**src/rtl/mul_pkg.sv**
```systemverilog
// rtl/mul_pkg.sv - shared constants for the multiplier arbiter slice
package mul_pkg;

    localparam int MUL_W       = 64;
    localparam int PROD_W      = 128;
    localparam int MUL_MAX_LAT = 194;

    localparam logic [2:0] ST_IDLE  = 3'd0;
    localparam logic [2:0] ST_START = 3'd1;
    localparam logic [2:0] ST_WAIT  = 3'd2;
    localparam logic [2:0] ST_CLEAR = 3'd3;
    localparam logic [2:0] ST_RESP  = 3'd4;

endpackage

```
**src/rtl/mul_arbiter_if.sv**
```systemverilog
// rtl/mul_arbiter_if.sv - request/response and multiplier-side bundle for mul_arbiter
interface mul_arbiter_if
    import mul_pkg::*;
#(
    parameter int NUM_REQ = 4,
    parameter int ID_W    = 2
);

    logic [NUM_REQ-1:0]       req_valid;
    logic [NUM_REQ-1:0]       req_ready;
    logic [NUM_REQ*MUL_W-1:0] req_multiplier;
    logic [NUM_REQ*MUL_W-1:0] req_multiplicand;

    logic                     rsp_valid;
    logic                     rsp_ready;
    logic [ID_W-1:0]          rsp_id;
    logic [PROD_W-1:0]        rsp_result;
    logic                     rsp_err;

    logic                     mul_op_start;
    logic                     mul_op_clear;
    logic [MUL_W-1:0]         mul_multiplier;
    logic [MUL_W-1:0]         mul_multiplicand;
    logic                     mul_op_done;
    logic [PROD_W-1:0]        mul_result;

    // slave: the arbiter; master: issue logic plus the shared multiplier
    modport slave (
        input  req_valid, req_multiplier, req_multiplicand, rsp_ready,
               mul_op_done, mul_result,
        output req_ready, rsp_valid, rsp_id, rsp_result, rsp_err,
               mul_op_start, mul_op_clear, mul_multiplier, mul_multiplicand
    );

    modport master (
        output req_valid, req_multiplier, req_multiplicand, rsp_ready,
               mul_op_done, mul_result,
        input  req_ready, rsp_valid, rsp_id, rsp_result, rsp_err,
               mul_op_start, mul_op_clear, mul_multiplier, mul_multiplicand
    );

endinterface

```
**src/rtl/rr_arbiter.sv**
```systemverilog
// rtl/rr_arbiter.sv - combinational round-robin grant starting at ptr
module rr_arbiter #(
    parameter int N  = 4,
    parameter int PW = (N > 1) ? $clog2(N) : 1
) (
    input  logic [N-1:0]  req,
    input  logic [PW-1:0] ptr,
    output logic [N-1:0]  grant
);

    logic [PW-1:0] idx;

    // Walk offsets from farthest to nearest so the requester closest to ptr wins.
    always_comb begin
        grant = '0;
        idx   = '0;
        for (int k = N - 1; k >= 0; k--) begin
            idx = PW'((int'(ptr) + k) % N);
            if (req[idx]) begin
                grant      = '0;
                grant[idx] = 1'b1;
            end
        end
    end

endmodule

```
**src/rtl/mul_arbiter.sv**
```systemverilog
// rtl/mul_arbiter.sv - round-robin sequencer sharing one Booth multiplier among requesters
module mul_arbiter
    import mul_pkg::*;
#(
    parameter int NUM_REQ = 4,
    parameter int ID_W    = 2,
    parameter int TIMEOUT = 255
) (
    input  logic          clk,
    input  logic          reset_n,
    mul_arbiter_if.slave  bus,
    output logic          busy
);

    localparam int WD_W = $clog2(TIMEOUT + 1);

    if (TIMEOUT <= MUL_MAX_LAT) begin : g_bad_timeout
        $error("TIMEOUT must exceed the multiplier worst-case latency");
    end
    if (ID_W != $clog2(NUM_REQ)) begin : g_bad_id_w
        $error("ID_W must equal clog2(NUM_REQ)");
    end

    logic [2:0]         state;
    logic [ID_W-1:0]    rr_ptr;
    logic [ID_W-1:0]    owner;
    logic [WD_W-1:0]    wdog;
    logic [MUL_W-1:0]   op_a;
    logic [MUL_W-1:0]   op_b;
    logic [PROD_W-1:0]  result_q;
    logic               err_q;

    logic [NUM_REQ-1:0] grant;
    logic [ID_W-1:0]    grant_idx;
    logic [MUL_W-1:0]   sel_a;
    logic [MUL_W-1:0]   sel_b;
    logic               handshake;
    logic [ID_W-1:0]    rr_next;
    logic               wdog_expired;

    rr_arbiter #(
        .N  (NUM_REQ),
        .PW (ID_W)
    ) u_rr (
        .req   (bus.req_valid),
        .ptr   (rr_ptr),
        .grant (grant)
    );

    always_comb begin
        grant_idx = '0;
        sel_a     = '0;
        sel_b     = '0;
        for (int i = 0; i < NUM_REQ; i++) begin
            if (grant[i]) begin
                grant_idx = ID_W'(i);
                sel_a     = bus.req_multiplier[i*MUL_W +: MUL_W];
                sel_b     = bus.req_multiplicand[i*MUL_W +: MUL_W];
            end
        end
    end

    // Grant is masked while reset is held so no transfer can appear during reset.
    assign bus.req_ready = (state == ST_IDLE && reset_n) ? grant : '0;
    assign handshake     = |(bus.req_valid & bus.req_ready);
    assign rr_next       = (grant_idx == ID_W'(NUM_REQ - 1)) ? '0 : grant_idx + ID_W'(1);
    assign wdog_expired  = (wdog == WD_W'(TIMEOUT - 1));

    always_ff @(posedge clk or negedge reset_n) begin
        if (!reset_n) begin
            state    <= ST_IDLE;
            rr_ptr   <= '0;
            owner    <= '0;
            wdog     <= '0;
            op_a     <= '0;
            op_b     <= '0;
            result_q <= '0;
            err_q    <= 1'b0;
        end else begin
            case (state)
                ST_IDLE: begin
                    if (handshake) begin
                        op_a   <= sel_a;
                        op_b   <= sel_b;
                        owner  <= grant_idx;
                        rr_ptr <= rr_next;
                        state  <= ST_START;
                    end
                end
                ST_START: begin
                    wdog  <= '0;
                    state <= ST_WAIT;
                end
                ST_WAIT: begin
                    // A done arriving on the expiry cycle still counts as a good result.
                    if (bus.mul_op_done) begin
                        result_q <= bus.mul_result;
                        err_q    <= 1'b0;
                        state    <= ST_CLEAR;
                    end else if (wdog_expired) begin
                        result_q <= '0;
                        err_q    <= 1'b1;
                        state    <= ST_CLEAR;
                    end else begin
                        wdog <= wdog + WD_W'(1);
                    end
                end
                ST_CLEAR: begin
                    state <= ST_RESP;
                end
                ST_RESP: begin
                    if (bus.rsp_ready) begin
                        state <= ST_IDLE;
                    end
                end
                default: begin
                    state <= ST_IDLE;
                end
            endcase
        end
    end

    assign busy                 = (state != ST_IDLE);
    assign bus.rsp_valid        = (state == ST_RESP);
    assign bus.rsp_id           = owner;
    assign bus.rsp_result       = result_q;
    assign bus.rsp_err          = err_q;
    assign bus.mul_op_start     = (state == ST_START);
    assign bus.mul_op_clear     = (state == ST_CLEAR);
    assign bus.mul_multiplier   = op_a;
    assign bus.mul_multiplicand = op_b;

endmodule

```
**src/flat_wrapper.sv**
```systemverilog
// flat-port wrapper written by rule: the top's interface ports become plain ports
module mul_arbiter_flat import mul_pkg::*;
#(
    parameter int NUM_REQ = 4,
    parameter int ID_W    = 2,
    parameter int TIMEOUT = 255
)
  (clk, reset_n, busy, bus_req_valid, bus_req_multiplier, bus_req_multiplicand, bus_rsp_ready, bus_mul_op_done, bus_mul_result, bus_req_ready, bus_rsp_valid, bus_rsp_id, bus_rsp_result, bus_rsp_err, bus_mul_op_start, bus_mul_op_clear, bus_mul_multiplier, bus_mul_multiplicand);
  mul_arbiter_if #(.NUM_REQ(NUM_REQ), .ID_W(ID_W)) bus_i ();
  input  logic clk;
  input  logic reset_n;
  output logic busy;
  input wire logic [$bits(bus_i.req_valid)-1:0] bus_req_valid;
  input wire logic [$bits(bus_i.req_multiplier)-1:0] bus_req_multiplier;
  input wire logic [$bits(bus_i.req_multiplicand)-1:0] bus_req_multiplicand;
  input wire logic [$bits(bus_i.rsp_ready)-1:0] bus_rsp_ready;
  input wire logic [$bits(bus_i.mul_op_done)-1:0] bus_mul_op_done;
  input wire logic [$bits(bus_i.mul_result)-1:0] bus_mul_result;
  output wire logic [$bits(bus_i.req_ready)-1:0] bus_req_ready;
  output wire logic [$bits(bus_i.rsp_valid)-1:0] bus_rsp_valid;
  output wire logic [$bits(bus_i.rsp_id)-1:0] bus_rsp_id;
  output wire logic [$bits(bus_i.rsp_result)-1:0] bus_rsp_result;
  output wire logic [$bits(bus_i.rsp_err)-1:0] bus_rsp_err;
  output wire logic [$bits(bus_i.mul_op_start)-1:0] bus_mul_op_start;
  output wire logic [$bits(bus_i.mul_op_clear)-1:0] bus_mul_op_clear;
  output wire logic [$bits(bus_i.mul_multiplier)-1:0] bus_mul_multiplier;
  output wire logic [$bits(bus_i.mul_multiplicand)-1:0] bus_mul_multiplicand;
  assign bus_i.req_valid = bus_req_valid;
  assign bus_i.req_multiplier = bus_req_multiplier;
  assign bus_i.req_multiplicand = bus_req_multiplicand;
  assign bus_i.rsp_ready = bus_rsp_ready;
  assign bus_i.mul_op_done = bus_mul_op_done;
  assign bus_i.mul_result = bus_mul_result;
  assign bus_req_ready = bus_i.req_ready;
  assign bus_rsp_valid = bus_i.rsp_valid;
  assign bus_rsp_id = bus_i.rsp_id;
  assign bus_rsp_result = bus_i.rsp_result;
  assign bus_rsp_err = bus_i.rsp_err;
  assign bus_mul_op_start = bus_i.mul_op_start;
  assign bus_mul_op_clear = bus_i.mul_op_clear;
  assign bus_mul_multiplier = bus_i.mul_multiplier;
  assign bus_mul_multiplicand = bus_i.mul_multiplicand;
  mul_arbiter #(.NUM_REQ(NUM_REQ), .ID_W(ID_W), .TIMEOUT(TIMEOUT)) u_core (.clk(clk), .reset_n(reset_n), .bus(bus_i), .busy(busy));
endmodule
```
**config.mk**
```make
export PLATFORM = sky130hd
export DESIGN_NAME = mul_arbiter_flat
export DESIGN_NICKNAME = d
export VERILOG_FILES = /design/src/rtl/mul_pkg.sv /design/src/rtl/mul_arbiter_if.sv /design/src/rtl/rr_arbiter.sv /design/src/rtl/mul_arbiter.sv /design/src/flat_wrapper.sv
export SDC_FILE = /design/constraint.sdc
export NUM_CORES = 1
export LEC_CHECK = 0
export CORE_AREA = 2 2 359 361
export DETAILED_ROUTE_END_ITERATION = 8
export DIE_AREA = 0 0 361 363
export PLACE_DENSITY = 0.39
export SYNTH_ARGS = -nofsm -noshare
export SYNTH_HDL_FRONTEND = slang
export SYNTH_HIERARCHICAL = 1
export SYNTH_SLANG_ARGS = --single-unit
```
**constraint.sdc**
```tcl
create_clock -name clk -period 6.4 [get_ports clk]
set_clock_uncertainty 0.05 [all_clocks]
set_input_delay 1.28 -clock clk [delete_from_list [all_inputs] [get_ports clk]]
set_output_delay 1.28 -clock clk [all_outputs]
set_load 0.01 [all_outputs]
```
# Word level (Yosys, flattened, before mapping)
# Index checks and enable logic that the tools add are counted.
# Widths: inputs -> output; s select.
[totals]
latchBits = 0
ff_bits = 272
out_inout_bits = 267
input_bits = 648
ramBits = 0
mem_bits_ro = 0
wordCells = 92
n_memories = 0
[op_classes]
n_shift = 0
bitwise = 1
n_addsub = 5
mul = 0
n_mux = 45
reduce_logical = 14
eq_ne = 11
order_cmp = 8
div_mod_pow = 0
[ops]
columns = ["operator", "count"]
rows = [
  ["$mux 64", 8],
  ["$mux 128", 2],
  ["$mux 4", 5],
  ["$mux 8", 2],
  ["$pmux 8 s2", 1],
  ["$pmux 3 s5", 1],
  ["$lt 2x3->1 const B", 4],
  ["$mux 3", 4],
  ["$mux 1", 11],
  ["$add 8x1->8 const B", 1],
  ["$bmux 1 s2", 4],
  ["$demux 1 s2", 4],
  ["$eq 8x8->1 const B", 1],
  ["$ge 2x1->1 const B", 4],
  ["$eq 3x2->1 const B", 2],
  ["$mux 2", 3],
  ["$ne 2x2->1 const B", 3],
  ["$reduce_and 3->1", 2],
  ["$logic_and 1x1->1", 5],
  ["$add 2x1->2 const B", 2],
  ["$add 2x2->2 const B", 2],
  ["$and 4x4->4", 1],
  ["$reduce_and 2->1", 2],
  ["$reduce_bool 2->1", 2],
  ["8 further kinds", 8],
]

# Logic depth before layout (Yosys ltp)
# Gate-level depths: netlist of the first run.
[depth]
ltp_word = 14
depth_mapped = 15
ltp_nobuf = 10

# By module
# The synthesis of the first run kept the hierarchy.
[by_module_without_submodules]
columns = ["module", "area_per_inst_um2", "n_inst", "cells_each", "seq_area_each_um2"]
rows = [
  ["mul_arbiter", 12976.2, 1, 1116, 6806.5],
  ["rr_arbiter", 412.9, 1, 47, 0.0],
]

# Worst setup path before layout of the first run
# No wires, ideal clock.
[synth_timing]
kind = "input-to-output"
start = "input port bus_req_valid[1]"
end = "output port bus_req_ready[3]"
stages = 8
slack_ns = 1.986
required_ns = 5.070
arrival_time_ns = 3.084
path_buffers = 3
cell_sequence = "mux4_2 nor2b_2 nand2_1 a31oi_1 buf_2 clkbuf_1 clkbuf_1 and2_1"
[synth_between]
elab_chain_len = 7
word_cells_on_any_way = 13
cone_classes = "mux (13)"
[synth_rtl]
columns = ["element", "line", "text"]
rows = [
  ["start, declared", "flat_wrapper.sv:13", "input wire logic [$bits(bus_i.req_valid)-1:0] bus_req_valid;"],
  ["$bmux 1 s2", "rr_arbiter.sv:19", "if (req[idx]) begin"],
  ["$mux 1 (not written as such)", "rr_arbiter.sv:19", ""],
  ["$mux 4 (3 in series)", "rr_arbiter.sv:19", ""],
  ["$mux 4 (*)", "rr_arbiter.sv:19", ""],
  ["net u_core.grant[3]", "mul_arbiter.sv:33", "logic [NUM_REQ-1:0] grant;"],
  ["$mux 4 (*)", "mul_arbiter.sv:64", "assign bus.req_ready = (state == ST_IDLE && reset_n) ? grant : '0;"],
  ["end, declared", "flat_wrapper.sv:19", "output wire logic [$bits(bus_i.req_ready)-1:0] bus_req_ready;"],
]
# The timed path passes the listed nets; every way through them passes the cells marked *. The select of a mux whose other input is x is not followed.

# Worst setup path after layout of the first run
[layout_timing]
start = "input port bus_req_valid[1]"
end = "output port bus_req_ready[1]"
# Same word-level chain as after synthesis.

==> results of run 1 <==
-- how the worst min path moves through the flow --
| stage | end | start | depth (start not counted) | slack, ns |
|---|---|---|---|---|
| after global routing | u_core/bus.mul_multiplicand[23] | u_core/bus.mul_multiplicand[23] | 1 | 0.45 |
| after floorplan | u_core/wdog[3] | u_core/wdog[3] | 1 | 0.44 |
| after global placement | u_core/bus.mul_multiplicand[4] | u_core/bus.mul_multiplicand[4] | 1 | 0.42 |
| final | u_core/bus.mul_multiplicand[44] | u_core/bus.mul_multiplicand[44] | 1 | 0.43 |
| after CTS | u_core/bus.mul_multiplicand[44] | u_core/bus.mul_multiplicand[44] | 1 | 0.44 |
| after detailed placement | u_core/bus.mul_multiplicand[44] | u_core/bus.mul_multiplicand[44] | 1 | 0.43 |
-- layout make-up --
cell class                 instances  area share, %
sequential                       272           26.5
antenna                            2         0.0195
clock inverter                    11          0.424
tap                             1662           8.09
timing repair buffer             944           37.0
multi-input combinational        751           23.2
inverter                           8          0.117
clock buffer                      60           4.65
-- cells by family after synthesis --
kind of cell,after synthesis,share of synthesized area [%]
AO/OA/AOI/OAI,672,39.0
flip-flops,272,50.8
buffers and inverters,140,5.24
AND/OR/NAND/NOR,60,2.89
adder cells (fa/ha/maj),10,0.934
multiplexers,9,1.07
-- state kept, by name, indices dropped and copies added, names as in the netlist --
signal                       cells
u_core/bus.rsp_result          128
u_core/bus.mul_multiplicand     64
u_core/bus.mul_multiplier       64
u_core/wdog                      8
u_core/state                     3
u_core/bus.rsp_id                2
u_core/rr_ptr                    2
u_core/bus.rsp_err               1
-- synth_stat cells, drive strengths merged (2+ instances only) --
| cell | count | share of area [%] |
|---|---|---|
| dfrtp | 272 | 51 |
| a22oi | 258 | 14 |
| o211ai | 131 | 7.7 |
| a22o | 128 | 8.4 |
| o21a | 128 | 7.2 |
| buf | 77 | 3.5 |
| clkbuf | 55 | 1.6 |
| nand2 | 13 | 0.36 |
| ha | 10 | 0.93 |
| nor2 | 9 | 0.25 |
| inv | 8 | 0.22 |
| and2 | 6 | 0.28 |
| nand3 | 6 | 0.22 |
| o21ai | 6 | 0.25 |
| mux2i | 5 | 0.37 |
| o22ai | 5 | 0.23 |
| a31oi | 4 | 0.19 |
| mux4 | 4 | 0.70 |
| nor2b | 4 | 0.21 |
| o31ai | 4 | 0.22 |
| a21oi | 3 | 0.11 |
| nand2b | 3 | 0.20 |
| nand4 | 3 | 0.14 |
| nor3b | 3 | 0.21 |
| nor4b | 3 | 0.47 |
| a211oi | 2 | 0.11 |
| a21o | 2 | 0.11 |
| or2b | 2 | 0.12 |
-- cells in the final DEF, fill, tap and decap left out, types with 7 or more instances in the layout --
| cell | count |
|---|---|
| clkdlybuf4s50_1 | 913 |
| dfrtp_1 | 272 |
| a22oi_1 | 258 |
| o21a_1 | 128 |
| a22o_1 | 128 |
| o211ai_1 | 121 |
| clkbuf_16 | 39 |
| buf_4 | 19 |
| clkbuf_8 | 14 |
| nand2_1 | 13 |
| buf_12 | 11 |
| o211ai_2 | 10 |
| ha_1 | 10 |
| nor2_1 | 9 |
| inv_1 | 8 |
| clkbuf_1 | 7 |
-- metrics by stage --
stage,setup WS (ns),cell area (sq um),utilization (%)
after floorplan,1.99,13400,-
after global placement,0.989,24400,19.2
after detailed placement,1.00,24400,19.2
after CTS,1.02,25700,20.2
after global routing,0.864,25700,20.2
final,1.04,25700,20.2
-- worst reg2reg max path: cells and delay by family (launching register included) --
kind	cells	cell delay (ns)
DFF	1	0.71
buffers and inverters	4	1.20
muxes	1	0.39
adders and majority gates	1	0.41
AOI/OAI and AO/OA	4	0.98
and+or+nand+nor	2	0.84
-- layer usage --
metal	part of all wire, %	GRT usage (%)	wire (microns)
met4	2.1	3.31	1980
met2	52	24.5	47900
met1	37	14.7	34500
met5	0.33	0	308
met3	8.2	4.57	7580
-- power groups by stage --
stage / Sequential [mW] / Combinational, mW / Clock [mW]
final: 3.16 / 7.79 / 2.22
after global routing: 3.28 / 8.40 / 2.38
after floorplan: 3.40 / 3.55 / 0
after detailed placement: 3.20 / 8.03 / 0
after global placement: 3.19 / 7.93 / 0
after CTS: 3.18 / 8.05 / 2.32
==> results.cfg, run 1 <==
[logic_synthesis]
ys_seq_elements = 272
synth_warnings = 6
synth_area_sq_um = 13400
async_reset_ff_share_pct = 100
synth_ff_type = dfrtp_1
synth_nets = 1821
yosysUniqueCellTypes = 50
syn_avg_cell_area_sq_um = 11.5
synthCells = 1163
synth-edff-count = 0
yosysSeqAreaShare_pct = 50.8

[timing]
final-setup-viol-count = 0
hold_viol = 0
hold-worst-slack_ns = 0.433
rsz0062_at_grt = false
period_minus_slack_ns = 5.36
tightest_slew_ns = 0.986
relSlewSlack_pct = 34.1
fin_crit_sh_pct = 83.7
maxSlewViolCount = 0
fin_setup_tns_ns = 0
fmax_mhz = 187

[critical_path]
r2r_end = u_core/bus.mul_multiplicand[31]
critical_path.max_stage_delay_ns = 0.69
cp_top_family = buffers and inverters
path_cells = clkdlybuf4s50_1, mux4_2, inv_1, a211oi_1, o31ai_1, and2_1, clkdlybuf4s50_1
cp_slowest_cell = o31ai_1
critPathKind = in -> out
cp-startpoint = bus_req_valid[1]
critical_path.max_fanout = 7
crit_top_cell = clkdlybuf4s50_1
cp.arrival_ns = 4.03
worstPathRequired_ns = 5.07
critPathBufInv = 3
r2r_slack_ns = 1.71
cp-start-kind = primary input
cp-end-kind = output pin
crit_path_end = bus_req_ready[1]
r2r-start = u_core/rr_ptr[0]
rr_worst_depth = 12
crit_cells = 7

[grt]
grt_max_degree = 147
grt_pass1_vias = 14900
grt_pass1_wl_microns = 124000
track_usage_pct = 13.4
antenna_found_initial = 33
gr-total-overflow = 0

[cells_and_area]
multiInputGateArea_sq_um = 5950
final_nets = 2674
drive_gt1_share_pct = 6.06
finalNonFillerCells = 3710
fill_cells = 13700
ff_latch_area_sq_um = 6810
area_growth_pct = 91.9

[floorplanning]
fp.dieH_microns = 363
core_sq_um = 127000
num_rows = 131
die_w_microns = 361
initial_core_util_pct = 10.5
dieArea_sq_um = 131000
io_pins = 915

[placed_design]
gp_congestion = 0.833
portBuffers = 914
hpwl_microns = 75500
dp_cells = 3637

[drt]
dr.first_iter.drc_count = 861
wl_per_cell_microns = 24.9
antenna_left = 0
dr_total_vias = 14200
drtPass1Iterations = 5
routed_via_density = 3.83
wirelength_microns = 92200
drc = 0

[clock_tree]
clkTransAtPathRegs_ns = 0.05
cts_tree = built
cts_hold_buf = 0
ctsResizeCount = 0
clk_latency_ns = 0.59
cts_buffer_depth = 3
postCtsSetupBuffers = 0
h-tree-depth = 2
clock_sinks = 272
numCtsBuffers = 39
root_buffer = clkbuf_16

[job]
maxCapViolCount = 0

[worst_hold_path]
hp-class = reg -> reg

[pwr]
seq_power_share_pct = 24.0
power.switching_mw = 5.75
p_int_mw = 7.42
ir_drop_uv = 440
leakagePower_nw = 9.42
pwr-share-clk_pct = 16.8
powerDensity_nw_per_um2 = 512
p_sw_share_pct = 43.7
combPwrFrac_pct = 59.2
finalPower_mw = 13.2

[status]
status = finished clean
Power figures use the tool's default switching activity.
==> run 2, diff against run 1 <==
--- a/config.mk
+++ b/config.mk
@@ -5,10 +5,10 @@
 export SDC_FILE = /design/constraint.sdc
 export NUM_CORES = 1
 export LEC_CHECK = 0
-export CORE_AREA = 2 2 359 361
+export CORE_AREA = 2 2 352 354
 export DETAILED_ROUTE_END_ITERATION = 8
-export DIE_AREA = 0 0 361 363
-export PLACE_DENSITY = 0.39
+export DIE_AREA = 0 0 354 356
+export PLACE_DENSITY = 0.4
 export SYNTH_ARGS = -nofsm -noshare
 export SYNTH_HDL_FRONTEND = slang
 export SYNTH_HIERARCHICAL = 1
==> constraint.sdc (replaced) <==
create_clock -name clk -period 5.17 [get_ports clk]
set_clock_uncertainty 0.05 [all_clocks]
set_input_delay 1.034 -clock clk [delete_from_list [all_inputs] [get_ports clk]]
set_output_delay 1.034 -clock clk [all_outputs]
set_load 0.01 [all_outputs]
==> run 2 against run 1 <==
- register-to-register slack lost 0.47 ns
- critical path depth unchanged
- wire length up 0.19%
- worst hold slack got worse by 0.14 ns
- via count grew 1.4%
- sequential share of layout area is 0.22 points lower
- cell area is 0.82% higher
- sequential power rose by 22%
- count of clock-buffer cells in the layout down 5
- utilization grew 0.89 points
- global-route usage is 0.51 points higher
- total power is 26% higher
- largest cell class unchanged
- highest routed layer unchanged
==> results.cfg, run 2 (synthesis results as in run 1) <==
[worst_hold_path]
hp-class = in -> async

[grt]
use_met2_pct = 25.8
gr-max-usage-layer = met2
grt_use_met3_pct = 4.40
gr-total-overflow = 0
grt_pass1_vias = 15300
grt_max_degree = 129
grt_pass1_wl_microns = 124000
grtUsageMet1_pct = 15.5
track_usage_pct = 13.9
antenna_found_initial = 41

[floorplanning]
num_rows = 129
initial_core_util_pct = 10.9
fp.dieH_microns = 356
die_w_microns = 354
dieArea_sq_um = 126000
core_sq_um = 123000
io_pins = 915

[drt]
wirelength_microns = 92400
antenna_left = 0
drc = 0
dr.first_iter.drc_count = 884
drtPass1Iterations = 5
wl_per_cell_microns = 25.0
dr_total_vias = 14400
routed_via_density = 3.89

[cells_and_area]
multiInputGateArea_sq_um = 5950
fill_cells = 13300
layout_common_cells = clkdlybuf4s50_1, dfrtp_1, a22oi_1
area_growth_pct = 93.5
layout_commonest_cell = clkdlybuf4s50_1
finalNonFillerCells = 3704
largest_reg_flops = 128
final_nets = 2689
ff_latch_area_sq_um = 6810
drive_gt1_share_pct = 7.17

[placed_design]
hpwl_microns = 75600
dp_cells = 3624
portBuffers = 914
gp_congestion = 0.913

[timing]
final-setup-viol-count = 0
fin_crit_sh_pct = 86.8
fmax_mhz = 223
relSlewSlack_pct = 27.5
maxSlewViolCount = 0
hold_viol = 0
tightest_slew_ns = 1.09
rsz0062_at_grt = false
period_minus_slack_ns = 4.49
fin_setup_tns_ns = 0

[job]
maxCapViolCount = 0

[critical_path]
cp_top_family = buffers and inverters
r2r_end = u_core/bus.mul_multiplier[36]
cp_slowest_cell = mux4_2
worstPathRequired_ns = 4.09
r2r-start = u_core/rr_ptr[1]
critical_path.max_stage_delay_ns = 0.57
critical_path.max_fanout = 7
path_cells = clkdlybuf4s50_1, mux4_2, nor2b_2, nand2_1, a31oi_4, and2_1, clkdlybuf4s50_1
r2r_slack_ns = 1.24
cp.arrival_ns = 3.40
cp-start-kind = primary input
rr_worst_depth = 12
critPathBufInv = 2
critPathKind = in -> out
crit_top_cell = clkdlybuf4s50_1
cp-end-kind = output pin

[clock_tree]
cts_tree = built
clkTransAtPathRegs_ns = 0.05
ctsResizeCount = 0
postCtsSetupBuffers = 0
clk_latency_ns = 0.60
cts_hold_buf = 0
root_buffer = clkbuf_16
numCtsBuffers = 42
cts_buffer_depth = 3
h-tree-depth = 2
clock_sinks = 272

[status]
status = finished clean

[pwr]
finalPower_mw = 16.6
powerDensity_nw_per_um2 = 640
ir_drop_uv = 564
leakagePower_nw = 9.56
[run 2: cell type report]
type | instances | share of cell area (%)
diodes | 2 | 0.0193
inverters | 8 | 0.116
multi-input cells | 751 | 23.0
clock buffers | 55 | 4.67
clock inverters | 23 | 0.952
flip-flops and latches | 272 | 26.3
well taps | 1637 | 7.91
repair buffers | 956 | 37.1
[run 2: worst reg2reg max path: cells and delay by family (launching register included)]
kind | cells | cell delay, ns
compound gates | 4 | 0.77
fa+ha+maj | 1 | 0.40
buf+inv | 4 | 1.11
flops | 1 | 0.60
mux | 1 | 0.39
simple gates | 2 | 0.56
[run 2: worst max path at each step]
| stage | depth (start not counted) | startpoint | end | slack (ns) |
|---|---|---|---|---|
| 2_1_floorplan | 8 | bus_req_valid[1] | bus_req_ready[3] | 1.25 |
| 3_3_place_gp | 11 | bus_req_valid[2] | u_core/bus.mul_multiplier[8] | 0.69 |
| 3_5_place_dp | 11 | bus_req_valid[2] | u_core/bus.mul_multiplier[8] | 0.61 |
| 4_1_cts | 7 | u_core/rr_ptr[1] | bus_req_ready[2] | 0.64 |
| 5_1_grt | 7 | u_core/rr_ptr[1] | bus_req_ready[2] | 0.48 |
| 6_report | 7 | bus_req_valid[2] | bus_req_ready[2] | 0.68 |
[run 2: stage by stage]
step | cell area [sq um] | utilization [%] | setup WS, ns | hold WS [ns]
global route | 25900 | 21.1 | 0.484 | 0.283
global placement | 24400 | 19.9 | 0.686 | 0.425
CTS | 25900 | 21.1 | 0.636 | 0.269
detailed placement | 24400 | 19.9 | 0.610 | 0.429
finish | 25900 | 21.1 | 0.682 | 0.297
floorplan | 13400 | - | 1.25 | 0.439
[run 2: power breakdown]
group	leakage [nW]	internal [mW]	switching [mW]
clock network	0.727	1.81	1.20
logic	5.57	4.45	5.26
registers	3.26	3.18	0.673
[run 2: layer usage]
| metal | part of all wire (%) | vias to the layer above |
|---|---|---|
| met4 | 1.8 | 52 |
| li1 | - | 6447 |
| met5 | 0.37 | - |
| met2 | 52 | 622 |
| met3 | 7.7 | 133 |
| met1 | 38 | 7172 |
==> run 3, diff against run 2 <==
--- a/config.mk
+++ b/config.mk
@@ -9,6 +9,7 @@
 export DETAILED_ROUTE_END_ITERATION = 8
 export DIE_AREA = 0 0 354 356
 export PLACE_DENSITY = 0.4
+export SLEW_MARGIN = 20
 export SYNTH_ARGS = -nofsm -noshare
 export SYNTH_HDL_FRONTEND = slang
 export SYNTH_HIERARCHICAL = 1
==> constraint.sdc (replaced) <==
create_clock -name clk -period 4.8 [get_ports clk]
set_clock_uncertainty 0.05 [all_clocks]
set_input_delay 0.96 -clock clk [delete_from_list [all_inputs] [get_ports clk]]
set_output_delay 0.96 -clock clk [all_outputs]
set_load 0.01 [all_outputs]
==> run 3 against run 2 <==
- worst hold slack got worse by 0.17 ns
- first-iteration DRC count increased by 12%
- flip-flop and latch count unchanged
- die area unchanged
- non-clock buffer count increased by 8
- cell area decreased by 0.61%
- critical endpoint unchanged
- highest routed layer unchanged
==> results.cfg, run 3 (synthesis results as in run 1) <==
[pwr]
p_int_mw = 9.99
power.switching_mw = 7.64
pwr-share-clk_pct = 16.5
p_sw_share_pct = 43.3
ir_drop_uv = 565
powerDensity_nw_per_um2 = 685
combPwrFrac_pct = 59.9
seq_power_share_pct = 23.5
leakagePower_nw = 9.47

[worst_hold_path]
hp-class = in -> async

[critical_path]
cp.arrival_ns = 3.45
critical_path.max_fanout = 7
cp-start-kind = primary input
worstPathRequired_ns = 3.79
critPathKind = in -> out
cp-end-kind = output pin

[timing]
fin_ws_ns = 0.344
fin_setup_tns_ns = 0
final-setup-viol-count = 0
relSlewSlack_pct = 40.1
maxSlewViolCount = 0
fmax_mhz = 224
rsz0062_at_grt = false
fin_crit_sh_pct = 92.8
tightest_slew_ns = 0.899
period_minus_slack_ns = 4.46
hold_viol = 0

[drt]
antenna_left = 0
dr.first_iter.drc_count = 994
routed_via_density = 3.96
wl_per_cell_microns = 25.6
dr_total_vias = 14700
wirelength_microns = 94800
drtPass1Iterations = 7
drc = 0

[placed_design]
portBuffers = 914
gp_congestion = 0.917
pre_cts_slack_ns = 0.329
dp_cells = 3632
placed_cell_area_sq_um = 24500
hpwl_microns = 76900

[floorplanning]
dieArea_sq_um = 126000
die_w_microns = 354
core_sq_um = 123000
fp.dieH_microns = 356
io_pins = 915
initial_core_util_pct = 10.9
num_rows = 129

[job]
maxCapViolCount = 0

[cells_and_area]
final_util_pct = 21.0
ff_latch_area_sq_um = 6810
largest_reg_flops = 128
multiInputGateArea_sq_um = 5950
layout_commonest_cell = clkdlybuf4s50_1
fill_cells = 13300
area_growth_pct = 92.3
layout_common_cells = clkdlybuf4s50_1, dfrtp_1, a22oi_1
stdcell_area_sq_um = 25700
finalNonFillerCells = 3701
final_nets = 2696
drive_gt1_share_pct = 6.50

[clock_tree]
root_buffer = clkbuf_16
cts_hold_buf = 0
postCtsSetupBuffers = 0
numCtsBuffers = 41
clock_sinks = 272
cts_tree = built
clk_latency_ns = 0.58
h-tree-depth = 2
clkTransAtPathRegs_ns = 0.05
ctsResizeCount = 0
cts_buffer_depth = 3

[grt]
antenna_found_initial = 40
track_usage_pct = 14.2
grt_pass1_wl_microns = 127000
grt_max_degree = 134
gr-total-overflow = 0
grt_pass1_vias = 15400

[status]
status = finished clean
==> run 3: power groups by stage <==
stage	clock (mW)	combinational (mW)	sequential, mW
after detailed placement	0	10.8	4.19
after global routing	3.13	11.3	4.29
after global placement	0	10.7	4.15
after floorplan	0	4.73	4.53
final	2.91	10.6	4.15
after CTS	3.06	10.8	4.16
==> run 3: routing by layer <==
layer / wire [microns] / share of wire, % / up-vias / global-route usage [%]
met2: 49400 / 52 / 681 / 26.3
met5: 274 / 0.29 / - / 0
li1: - / - / 6456 / -
met1: 35900 / 38 / 7330 / 15.9
met4: 1600 / 1.7 / 42 / 2.60
met3: 7620 / 8.0 / 151 / 4.70
==> run 3: final cells by class <==
cell class / instances / share of cell area, %
clock inverters: 7 / 0.272
well taps: 1637 / 7.96
clock buffers: 59 / 4.48
multi-input cells: 751 / 23.1
flip-flops and latches: 272 / 26.4
repair buffers: 964 / 37.6
inverters: 8 / 0.117
diodes: 3 / 0.0292
==> run 3: worst paths after layout <==
check	startpoint	end	slack, ns	cells after the start
min in group clk	u_core/bus.mul_multiplicand[21]	u_core/bus.mul_multiplicand[21]	0.44	1
worst max register to register	u_core/rr_ptr[1]	u_core/bus.mul_multiplier[49]	0.91	12
worst min-delay path	reset_n	u_core/bus.rsp_result[73]	0.13	1
worst min register to register	u_core/bus.mul_multiplicand[21]	u_core/bus.mul_multiplicand[21]	0.44	1
max in group asynchronous	reset_n	u_core/wdog[4]	2.85	3
worst max-delay path	bus_req_valid[1]	bus_req_ready[2]	0.34	7
==> run 3: worst max-delay path, cell delays in order <==
cell and delay (ns):
clkdlybuf4s50_1 0.54, mux4_2 0.58, nor2b_2 0.20, nand2_1 0.12, a31oi_4 0.32, and2_1 0.18
clkdlybuf4s50_1 0.53
==> run 3: metrics by stage <==
stage                     hold WS [ns]  total power [mW]
final                            0.128              17.6
after global routing            0.0760              18.7
after CTS                       0.0694              18.0
after detailed placement         0.429              15.0
after global placement           0.424              14.8
after floorplan                  0.439              9.27
